[src/rtl/cpu_pkg.sv]
// rtl/cpu_pkg.sv - shared constants for the simple CPU control step sequencer
package cpu_pkg;

  localparam int STEP_W_DEF   = 4;
  localparam int MAX_STEP_DEF = 9;
  localparam int IR_W_DEF     = 9;

  typedef logic state_t;
  localparam state_t IDLE = 1'b0;
  localparam state_t EXEC = 1'b1;

  // Step numbers as seen by the control unit (T0 is the idle step)
  localparam logic [STEP_W_DEF-1:0] T0 = 4'd0;
  localparam logic [STEP_W_DEF-1:0] T1 = 4'd1;
  localparam logic [STEP_W_DEF-1:0] T2 = 4'd2;
  localparam logic [STEP_W_DEF-1:0] T3 = 4'd3;
  localparam logic [STEP_W_DEF-1:0] T4 = 4'd4;
  localparam logic [STEP_W_DEF-1:0] T5 = 4'd5;
  localparam logic [STEP_W_DEF-1:0] T6 = 4'd6;
  localparam logic [STEP_W_DEF-1:0] T7 = 4'd7;
  localparam logic [STEP_W_DEF-1:0] T8 = 4'd8;
  localparam logic [STEP_W_DEF-1:0] T9 = 4'd9;

endpackage

[src/rtl/cpu_step_sequencer_if.sv]
// rtl/cpu_step_sequencer_if.sv - control/status bundle between control unit and step sequencer
interface cpu_step_sequencer_if
  import cpu_pkg::*;
#(
  parameter int STEP_W = STEP_W_DEF,
  parameter int IR_W   = IR_W_DEF
);

  logic              run;
  logic [IR_W-1:0]   din;
  logic              stall;
  logic              done;
  logic              clear_err;
  logic [STEP_W-1:0] step;
  logic [IR_W-1:0]   ir;
  logic              busy;
  logic              fetch;
  logic              timeout;

  modport master (
    output run, din, stall, done, clear_err,
    input  step, ir, busy, fetch, timeout
  );

  modport slave (
    input  run, din, stall, done, clear_err,
    output step, ir, busy, fetch, timeout
  );

endinterface

[src/rtl/cpu_step_sequencer.sv]
// rtl/cpu_step_sequencer.sv - latches an instruction on run and walks control steps 1..MAX_STEP
module cpu_step_sequencer
  import cpu_pkg::*;
#(
  parameter int STEP_W   = STEP_W_DEF,
  parameter int MAX_STEP = MAX_STEP_DEF,
  parameter int IR_W     = IR_W_DEF
) (
  input  logic                 clk,
  input  logic                 rst,
  cpu_step_sequencer_if.slave  bus
);

  localparam logic [STEP_W-1:0] LAST_STEP = STEP_W'(MAX_STEP);
  localparam logic [STEP_W-1:0] ONE       = STEP_W'(1);

  state_t            state, state_next;
  logic [STEP_W-1:0] step_q, step_next;
  logic [IR_W-1:0]   ir_q, ir_next;
  logic              fetch_q, fetch_next;
  logic              timeout_q, timeout_next;
  logic              timeout_set;

  always_ff @(posedge clk or posedge rst) begin
    if (rst) state <= IDLE;
    else     state <= state_next;
  end

  always_comb begin
    state_next = state;
    case (state)
      IDLE: if (bus.run) state_next = EXEC;
      EXEC: begin
        if (bus.done)                          state_next = IDLE;
        else if (!bus.stall && step_q == LAST_STEP) state_next = IDLE;
      end
      default: state_next = IDLE;
    endcase
  end

  // Next values of the registered outputs; done beats stall, stall beats the step limit
  always_comb begin
    step_next   = step_q;
    ir_next     = ir_q;
    fetch_next  = 1'b0;
    timeout_set = 1'b0;
    case (state)
      IDLE: begin
        step_next = '0;
        if (bus.run) begin
          step_next  = ONE;
          ir_next    = bus.din;
          fetch_next = 1'b1;
        end
      end
      EXEC: begin
        if (bus.done) begin
          step_next = '0;
        end else if (bus.stall) begin
          step_next = step_q;
        end else if (step_q == LAST_STEP) begin
          step_next   = '0;
          timeout_set = 1'b1;
        end else begin
          step_next = step_q + ONE;
        end
      end
      default: step_next = '0;
    endcase
    timeout_next = timeout_set | (timeout_q & ~bus.clear_err);
  end

  always_ff @(posedge clk or posedge rst) begin
    if (rst) begin
      step_q    <= '0;
      ir_q      <= '0;
      fetch_q   <= 1'b0;
      timeout_q <= 1'b0;
    end else begin
      step_q    <= step_next;
      ir_q      <= ir_next;
      fetch_q   <= fetch_next;
      timeout_q <= timeout_next;
    end
  end

  assign bus.step    = step_q;
  assign bus.ir      = ir_q;
  assign bus.busy    = (state == EXEC);
  assign bus.fetch   = fetch_q;
  assign bus.timeout = timeout_q;

endmodule

[src/flat_wrapper.sv]
// flat-port wrapper written by rule: the top's interface ports become plain ports
module cpu_step_sequencer_flat import cpu_pkg::*;
#(
  parameter int STEP_W   = STEP_W_DEF,
  parameter int MAX_STEP = MAX_STEP_DEF,
  parameter int IR_W     = IR_W_DEF
)
  (clk, rst, bus_run, bus_din, bus_stall, bus_done, bus_clear_err, bus_step, bus_ir, bus_busy, bus_fetch, bus_timeout);
  cpu_step_sequencer_if #(.STEP_W(STEP_W), .IR_W(IR_W)) bus_i ();
  input  logic clk;
  input  logic rst;
  input wire logic [$bits(bus_i.run)-1:0] bus_run;
  input wire logic [$bits(bus_i.din)-1:0] bus_din;
  input wire logic [$bits(bus_i.stall)-1:0] bus_stall;
  input wire logic [$bits(bus_i.done)-1:0] bus_done;
  input wire logic [$bits(bus_i.clear_err)-1:0] bus_clear_err;
  output wire logic [$bits(bus_i.step)-1:0] bus_step;
  output wire logic [$bits(bus_i.ir)-1:0] bus_ir;
  output wire logic [$bits(bus_i.busy)-1:0] bus_busy;
  output wire logic [$bits(bus_i.fetch)-1:0] bus_fetch;
  output wire logic [$bits(bus_i.timeout)-1:0] bus_timeout;
  assign bus_i.run = bus_run;
  assign bus_i.din = bus_din;
  assign bus_i.stall = bus_stall;
  assign bus_i.done = bus_done;
  assign bus_i.clear_err = bus_clear_err;
  assign bus_step = bus_i.step;
  assign bus_ir = bus_i.ir;
  assign bus_busy = bus_i.busy;
  assign bus_fetch = bus_i.fetch;
  assign bus_timeout = bus_i.timeout;
  cpu_step_sequencer #(.STEP_W(STEP_W), .MAX_STEP(MAX_STEP), .IR_W(IR_W)) u_core (.clk(clk), .rst(rst), .bus(bus_i));
endmodule
[config.mk]
export PLATFORM = sky130hd
export DESIGN_NAME = cpu_step_sequencer_flat
export DESIGN_NICKNAME = d
export VERILOG_FILES = /design/src/rtl/cpu_pkg.sv /design/src/rtl/cpu_step_sequencer_if.sv /design/src/rtl/cpu_step_sequencer.sv /design/src/flat_wrapper.sv
export SDC_FILE = /design/constraint.sdc
export NUM_CORES = 1
export LEC_CHECK = 0
export ABC_AREA = 0
export CAP_MARGIN = 5
export CORE_AREA = 3 3 46 48
export CTS_CLUSTER_DIAMETER = 80
export DETAILED_ROUTE_END_ITERATION = 10
export DIE_AREA = 0 0 49 51
export GPL_ROUTABILITY_DRIVEN = 1
export GPL_TIMING_DRIVEN = 0
export HOLD_SLACK_MARGIN = 0.08
export PLACE_DENSITY = 0.83
export SYNTH_ARGS = -nofsm -noshare
export SYNTH_HDL_FRONTEND = slang
export SYNTH_SLANG_ARGS = --single-unit
[constraint.sdc]
create_clock -name clk -period 3.52 [get_ports clk]
set_clock_uncertainty 0.15 [all_clocks]
set_input_delay 0.528 -clock clk [delete_from_list [all_inputs] [get_ports clk]]
set_output_delay 0.528 -clock clk [all_outputs]
set_load 0.02 [all_outputs]
## Word-level counts from Yosys, hierarchy flattened

Cells that the tools add are included.

- Add/sub/neg operators: 1
- Reduce and logical (&&, ||, !) cells: 3
- Equal/unequal tests: 2
- Bitwise logic cells: 4
- Multiplexer cells: 14

Operators by type and width:

| operator | number |
|---|---|
| $mux 4 | 3 |
| $mux 1 | 9 |
| $pmux 4 s2 | 1 |
| $add 4x1->4 const B | 1 |
| $eq 4x4->1 const B | 1 |
| $ne 3x3->1 const B | 1 |
| $not 1->1 | 2 |
| $pmux 1 s2 | 1 |
| $reduce_and 2->1 | 1 |
| $and 1x1->1 | 1 |
| $logic_and 1x1->1 | 1 |
| $logic_not 1->1 | 1 |
| $or 1x1->1 | 1 |

- Output and inout port bits: 16
- Word-level logic and storage cells: 29
- Register bits after elaboration: 16
- Bits of input ports: 15

## Logic depth before layout (Yosys ltp)

Gate-level depths: netlist of run 1.

- Depth after elaboration: 6
- Mapped depth: 5
- Gate-level depth less buffers: 5

## Least setup slack after synthesis of run 1

No wires, ideal clock.

- Path type: register -> register
- Start: reg u_core.step_q[1], in the netlist u_core.bus.step[1]
- End: reg u_core.step_q[2], in the netlist u_core.bus.step[2]
- Data required time: 3.296 ns
- Period minus slack after synthesis: 1.602 ns
- Path slack: 1.918 ns
- Buffers on the path: 0
- Arrival: 1.378 ns
- Library setup time: 0.074 ns
- Cell stages (with the launch flop): 6
- Path through: dfrtp_1 -> inv_1 -> ha_1 -> and3b_1 -> or3_1 -> a21oi_2

- Longest elaborated chain between the ends: 5
- Elaborated cells on any way between the ends: 6
- Those cells by class: add/sub: 1; eq/ne: 1; mux: 4

RTL lines:

| element | RTL line | source |
|---|---|---|
| start, declared | cpu_step_sequencer.sv:18 | `logic [STEP_W-1:0] step_q, step_next;` |
| start signal, assigned | cpu_step_sequencer.sv:80 | `step_q <= step_next;` |
| $add 4x1->4 or $eq 4x4->1 (tied branches) | cpu_step_sequencer.sv:65, cpu_step_sequencer.sv:61 |  |
| $mux 4 (*) | cpu_step_sequencer.sv:61 | `end else if (step_q == LAST_STEP) begin` |
| $mux 4 (*) | cpu_step_sequencer.sv:59 | `end else if (bus.stall) begin` |
| $mux 4 (*) | cpu_step_sequencer.sv:57 | `if (bus.done) begin` |
| $pmux 4 s2 (*) | cpu_step_sequencer.sv:47 | `case (state)` |

Mark *: on every way between the ends. The rest lies on a longest branch, timed or not. The select of a mux whose other input is x is not followed.
A chain may end at the register's enable or synchronous reset.

## Final worst setup path of run 1

- Start: reg u_core.step_q[0], in the netlist u_core.bus.step[0]
- End: out bus_step[0]

RTL lines:

| element | RTL line | source |
|---|---|---|
| end, declared | flat_wrapper.sv:17 | `output wire logic [$bits(bus_i.step)-1:0] bus_step;` |

No word-level cell between the ends.

==> reports/metrics.csv, run 1 <==
stage;metric;value;unit
global_route;total global routing overflow;0;
clock_tree;clock-pin slew on the worst setup and hold paths;80;ps
layout;# nets final;106;
setup_path;type of origin of the critical path;register;
worst_hold_path;Hold Path Class;reg -> reg;
yosys;Ys Warns;0;
setup_path;CP Max Fanout;7;
yosys;syn nets;72;
yosys;post-synthesis cell type count;23;
pwr;Net Sw Power;0.000141;W
pwr;Gate power share;31.5;%
pwr;Net Sw Frac;28.1;%
global_route;GRT Overall Usage;11.4;%
clock_tree;hold buffer count at cts;0;
pwr;Pwr per Cell Area;479;mW/mm^2
timing;Hold Fails Final Rpt;0;
yosys;Syn Area/Cell;12.6;sq um
clock_tree;CTS Root Cell;clkbuf_4;
setup_path;cell with the largest stage delay on the worst path;clkdlybuf4s50_1;
route;DR pass1 iterations;3;
timing;Tmin final;2060;ps
place;routability cong.;0.782;
pwr;cell-internal power;0.000362;W
route;residual DRC count;0;
route;Initial DRC Count;1;
yosys;Mapped Area;693;sq um
setup_path;Top delay family on crit path;buffers and inverters;
yosys;Synth top cells by count;16 x dfrtp_1, 7 x mux2_2, 4 x inv_1, 3 x nand2_1;
setup_path;CP Capture Type;primary output;
clock_tree;post_cts resized;0;
yosys;Seq cells post-synth;16;
setup_path;Worst path depth;1;
job;max cap viols;0;
timing;# setup viols final;0;
yosys;most frequent cell after synthesis;dfrtp_1;
route;DR WL/cell;11.4;um
global_route;antenna violations before repair;0;
global_route;largest net degree at the start of global routing;17;
layout;share of cells above drive strength 1;14.8;%
yosys;top cells by area, synth;dfrtp_1 58%, mux2_2 11%, ha_1 3.6%;
timing;RSZ-0062 raised after global routing;no;
setup_path;reg2reg start;u_core.bus.step[0];
place;port bufs;29;
place;HPWL after DPL;1040;um
pwr;Max rail drop VDD;314;uV
route;Vias;532;
place;Placement Setup Slack;1440;ps
clock_tree;CTS sink cnt;16;
clock_tree;CTS tree;built;
pwr;clock share of power;23.1;%
layout;area added between synthesis and finish;51.6;%
setup_path;crit-path cells;clkdlybuf4s50_1;
pwr;Pleak;0.431;nW
timing;Worst-Margin Slew;582;ps
setup_path;crit-path max cell delay;650;ps
global_route;vias in the first global route;526;
floorplan;core area;0.00175;sq mm
yosys;Synth Instances;55;
timing;max frequency;0.485;GHz
yosys;EDFF count, synth;0;
status;outcome;completed;
timing;setup ws final;1460;ps
yosys;async set-reset flop share out of synthesis;100;%
setup_path;R2R Path End;u_core.bus.step[2];
floorplan;die footprint;0.00250;sq mm
timing;relative slew slack;61.1;%
timing;Setup TNS;0;ps
pwr;Flop pwr share;45.4;%
route;via/cell ratio;4.71;
route;WL final;1290;um
setup_path;CP arrival;1380;ps
setup_path;Critical Path Source;u_core.bus.step[0];
setup_path;critical setup path kind;reg -> out;
floorplan;Initial Util;39.7;%
timing;Max Slew Vio Count;0;
setup_path;R2R setup slack;1920;ps
yosys;post-synth top area share;57.8;%
floorplan;Die Wd;49;um
route;remaining antenna violation count;0;
setup_path;Req. time, crit path;2840;ps
yosys;Main synth FF type;dfrtp_1;
layout;antenna cells;0;
timing;final worst-path cycle share;58.5;%
floorplan;io pins;31;
setup_path;worst reg2reg path depth;4;
yosys;Yosys top cell by area;dfrtp_1;
floorplan;Die Height;51;um
clock_tree;CTS max path bufs;2;
clock_tree;CTS Buf Count;3;
floorplan;row cnt;15;
clock_tree;Max H-tree Level;1;
global_route;first-pass GRT wire length;2210;um
setup_path;Setup crit end;bus_step[0];
setup_path;Crit path buffers/inverters;1;
yosys;Seq/Total Area, Yosys;57.8;%
clock_tree;clk_lat worst skew;280;ps
clock_tree;post-CTS setup buffers;0;
placed cells by master, fill, tap and decap left out, types with 2 or more instances in the layout:
cell type	Yosys	routed
or3_1	2	2
inv_1	4	4
clkbuf_4	0	3
mux2_1	2	2
a21oi_1	2	2
nor2_1	2	2
mux2_2	7	7
dfrtp_1	16	16
ha_1	2	2
nand2_1	3	3
o21ai_0	2	2
clkdlybuf4s50_1	0	29
metal layers:
metal	wire length, um	up-vias	track usage [%]
li1	-	264	-
met1	522	245	11.9
met2	615	21	19.9
met3	147	2	4.66
met4	6	0	5.69
met5	0	-	0
sequential cells by signal (all words and copies together) (netlist names):
| name | cells |
|---|---|
| u_core.bus.fetch | 1 |
| u_core.bus.timeout | 1 |
| u_core.bus.busy | 1 |
| u_core.bus.ir | 9 |
| u_core.bus.step | 4 |
final cells by class:
type	instances	area, sq um
multi-input cells	33	267
repair buffers	29	290
inverters	4	15.0
flip-flops and latches	16	400
well taps	25	31.3
plain buffers	2	11.3
fillers	141	694
clock buffers	4	36.3
power by group through the flow:
stage | sequential (W) | clock, W | combinational, W
2_1_floorplan | 0.000268 | 0 | 0.0000424
3_3_place_gp | 0.000232 | 0 | 0.000158
3_5_place_dp | 0.000233 | 0 | 0.000160
4_1_cts | 0.000229 | 0.000122 | 0.000161
5_1_grt | 0.000232 | 0.000131 | 0.000169
6_report | 0.000229 | 0.000116 | 0.000159
worst min path at each step:
stage | endpoint | slack [ps] | start | cells past startpoint
after global routing | u_core.bus.ir[6] | 350 | u_core.bus.ir[6] | 1
after floorplan | u_core.bus.busy | 290 | rst | 1
after global placement | u_core.bus.ir[6] | 320 | u_core.bus.ir[6] | 1
final | u_core.bus.ir[6] | 340 | u_core.bus.ir[6] | 1
after CTS | u_core.bus.ir[6] | 340 | u_core.bus.ir[6] | 1
after detailed placement | u_core.bus.ir[6] | 320 | u_core.bus.ir[6] | 1
cell families after synthesis:
kind of cell	after synthesis	synth area share, %
buffers and inverters	6	3.79
AO/OA/AOI/OAI	10	10.1
adder cells (fa/ha/maj)	2	3.61
flip-flops	16	57.8
AND/OR/NAND/NOR	12	10.1
multiplexers	9	14.6
through the flow:
step | hold WS, ps | instance area, sq um | util, % | std cells | power (W)
after floorplan | 292 | 693 | - | 55 | 0.000310
after global placement | 320 | 1010 | 58.1 | 109 | 0.000389
after detailed placement | 324 | 1010 | 58.1 | 109 | 0.000393
after CTS | 344 | 1050 | 60.2 | 113 | 0.000512
after global routing | 353 | 1050 | 60.2 | 113 | 0.000532
final | 343 | 1050 | 60.2 | 113 | 0.000503
No activity file was read; power rests on OpenSTA's default activity.
==> inputs of run 2 (changes only) <==
CORE_AREA = 3 3 47 49   (was 3 3 46 48)
DIE_AREA = 0 0 50 52   (was 0 0 49 51)
PLACE_DENSITY = 0.8   (was 0.83)
clock period = 2.1 ns   (was 3.52 ns; I/O delays follow)
==> reports/metrics.csv, run 2 (synthesized netlist as in run 1, its figures left out) <==
stage;metric;value;unit;change
status;outcome;completed;;
clock_tree;CTS Buf Count;3;;unchanged
worst_hold_path;Hold Path Class;in -> async;;
pwr;Pwr per Cell Area;804;mW/mm^2;+68%
floorplan;Die Wd;50;um;+2.0%
setup_path;CP arrival;1370;ps;about the same
setup_path;R2R setup slack;490;ps;-1430 ps
layout;most common cell after layout, fill and taps aside;clkdlybuf4s50_1;;
job;max cap viols;0;;unchanged
floorplan;Initial Util;36.4;%;-3.3 points
setup_path;critical setup path kind;reg -> out;;
place;Placement Setup Slack;258;ps;-1180 ps
timing;Max Slew Vio Count;0;;unchanged
global_route;met3 usage;5.16;%;+0.49 points
clock_tree;CTS Root Cell;clkbuf_4;;
pwr;Max rail drop VDD;494;uV;+57%
timing;Worst-Margin Slew;566;ps;-16.4 ps
clock_tree;Max H-tree Level;1;;unchanged
route;WL final;1330;um;+3.1%
global_route;M2 GR Usage;17.4;%;-2.5 points
layout;antenna cells;0;;unchanged
setup_path;cell with the largest stage delay on the worst path;clkdlybuf4s50_1;;
pwr;Pleak;0.431;nW;unchanged
route;residual DRC count;0;;unchanged
setup_path;Top delay family on crit path;buffers and inverters;;
setup_path;type of origin of the critical path;register;;
route;via/cell ratio;4.72;;+0.29%
global_route;antenna violations before repair;0;;unchanged
place;port bufs;29;;unchanged
global_route;largest net degree at the start of global routing;17;;unchanged
global_route;busiest grt layer;met2;;
setup_path;Req. time, crit path;1630;ps;-1210 ps
floorplan;core area;0.00190;sq mm;+9.0%
clock_tree;CTS max path bufs;2;;unchanged
clock_tree;hold buffer count at cts;0;;unchanged
global_route;GRT Overall Usage;10.7;%;-0.67 points
clock_tree;CTS tree;built;;
global_route;total global routing overflow;0;;unchanged
place;HPWL after DPL;1030;um;-0.52%
route;Initial DRC Count;2;;+1
layout;# nets final;106;;unchanged
route;DR pass1 iterations;2;;-1
global_route;vias in the first global route;482;;-8.4%
route;DR WL/cell;11.6;um;+1.3%
timing;# setup viols final;0;;unchanged
floorplan;Die Height;52;um;+2.0%
timing;Setup TNS;0;ps;unchanged
setup_path;CP Max Fanout;7;;unchanged
setup_path;worst reg2reg path depth;5;;+1
floorplan;die footprint;0.00260;sq mm;+4.0%
timing;Tmin final;1830;ps;
timing;setup ws final;267;ps;-1190 ps
timing;relative slew slack;62.2;%;+1.1 points
setup_path;Crit path buffers/inverters;1;;unchanged
timing;max frequency;0.546;GHz;
timing;Hold Fails Final Rpt;0;;unchanged
layout;filler instances;162;;+15%
place;routability cong.;0.759;;-2.9%
clock_tree;post_cts resized;0;;unchanged
clock_tree;post-CTS setup buffers;0;;unchanged
setup_path;crit-path cells;clkdlybuf4s50_1;;
setup_path;crit-path max cell delay;640;ps;about the same
route;Vias;543;;+2.1%
global_route;M1 GR Usage;12.7;%;+0.81 points
clock_tree;clock-pin slew on the worst setup and hold paths;90;ps;about the same
route;remaining antenna violation count;0;;unchanged
floorplan;io pins;31;;unchanged
layout;Largest register FFs;9;;unchanged
setup_path;CP Capture Type;primary output;;
setup_path;Worst path depth;1;;unchanged
layout;share of cells above drive strength 1;14.8;%;unchanged
layout;area added between synthesis and finish;52.0;%;
layout;most frequent cells in the layout;29 x clkdlybuf4s50_1, 16 x dfrtp_1, 7 x mux2_2;;
timing;final worst-path cycle share;87.3;%;
clock_tree;CTS sink cnt;16;;unchanged
floorplan;row cnt;16;;+1
timing;RSZ-0062 raised after global routing;no;;
clock_tree;clk_lat worst skew;280;ps;about the same
global_route;first-pass GRT wire length;2080;um;-6.0%
==> run 2: final timing paths <==
kind / to / startpoint
worst max-delay path: bus_step[0] / u_core.bus.step[0]
worst min-delay path: u_core.bus.step[1] / rst
worst max register to register: u_core.bus.step[2] / u_core.bus.step[1]
worst min register to register: u_core.bus.ir[4] / u_core.bus.ir[4]
max in group asynchronous: u_core.bus.ir[2] / rst
min in group clk: u_core.bus.step[1] / bus_stall
==> run 2: routing by layer <==
layer	up-vias	share of wire, %	routed length [um]
met5	-	0	0
met4	0	0	0
met3	0	6.1	81
met2	19	49	654
met1	267	45	595
li1	257	-	-
==> run 2: worst register-to-register path, cell delays in order (launching register included) <==
cell and delay [ps]:
dfrtp_1 450, inv_1 70, ha_1 210, and3b_1 200
or3_1 360, a21oi_2 120
==> run 2: final cells by class <==
cell class	instances	area (sq um)	share of cell area, %
multi-input cells	33	267	25.3
flip-flops and latches	16	400	38.0
plain buffers	2	11.3	1.07
well taps	27	33.8	3.21
inverters	4	15.0	1.43
repair buffers	29	290	27.6
clock buffers	4	36.3	3.44
==> run 2: per-stage QoR <==
| stage | area, sq um | hold slack, ps | utilization, % | power (W) | instances |
|---|---|---|---|---|---|
| after global placement | 1020 | 323 | 53.5 | 0.000653 | 111 |
| after CTS | 1050 | 238 | 55.4 | 0.000862 | 115 |
| final | 1050 | 228 | 55.4 | 0.000847 | 115 |
| after floorplan | 693 | 78.7 | - | 0.000520 | 55 |
| after global routing | 1050 | 271 | 55.4 | 0.000893 | 115 |
| after detailed placement | 1020 | 325 | 53.5 | 0.000660 | 111 |
==> run 2: report_power, final <==
part	switching, W	internal (W)	leakage, nW
Combinational	0.000120	0.000146	0.212
Sequential	0.0000281	0.000356	0.198
Clock	0.0000917	0.000105	0.0210
Total	0.000240	0.000607	0.431
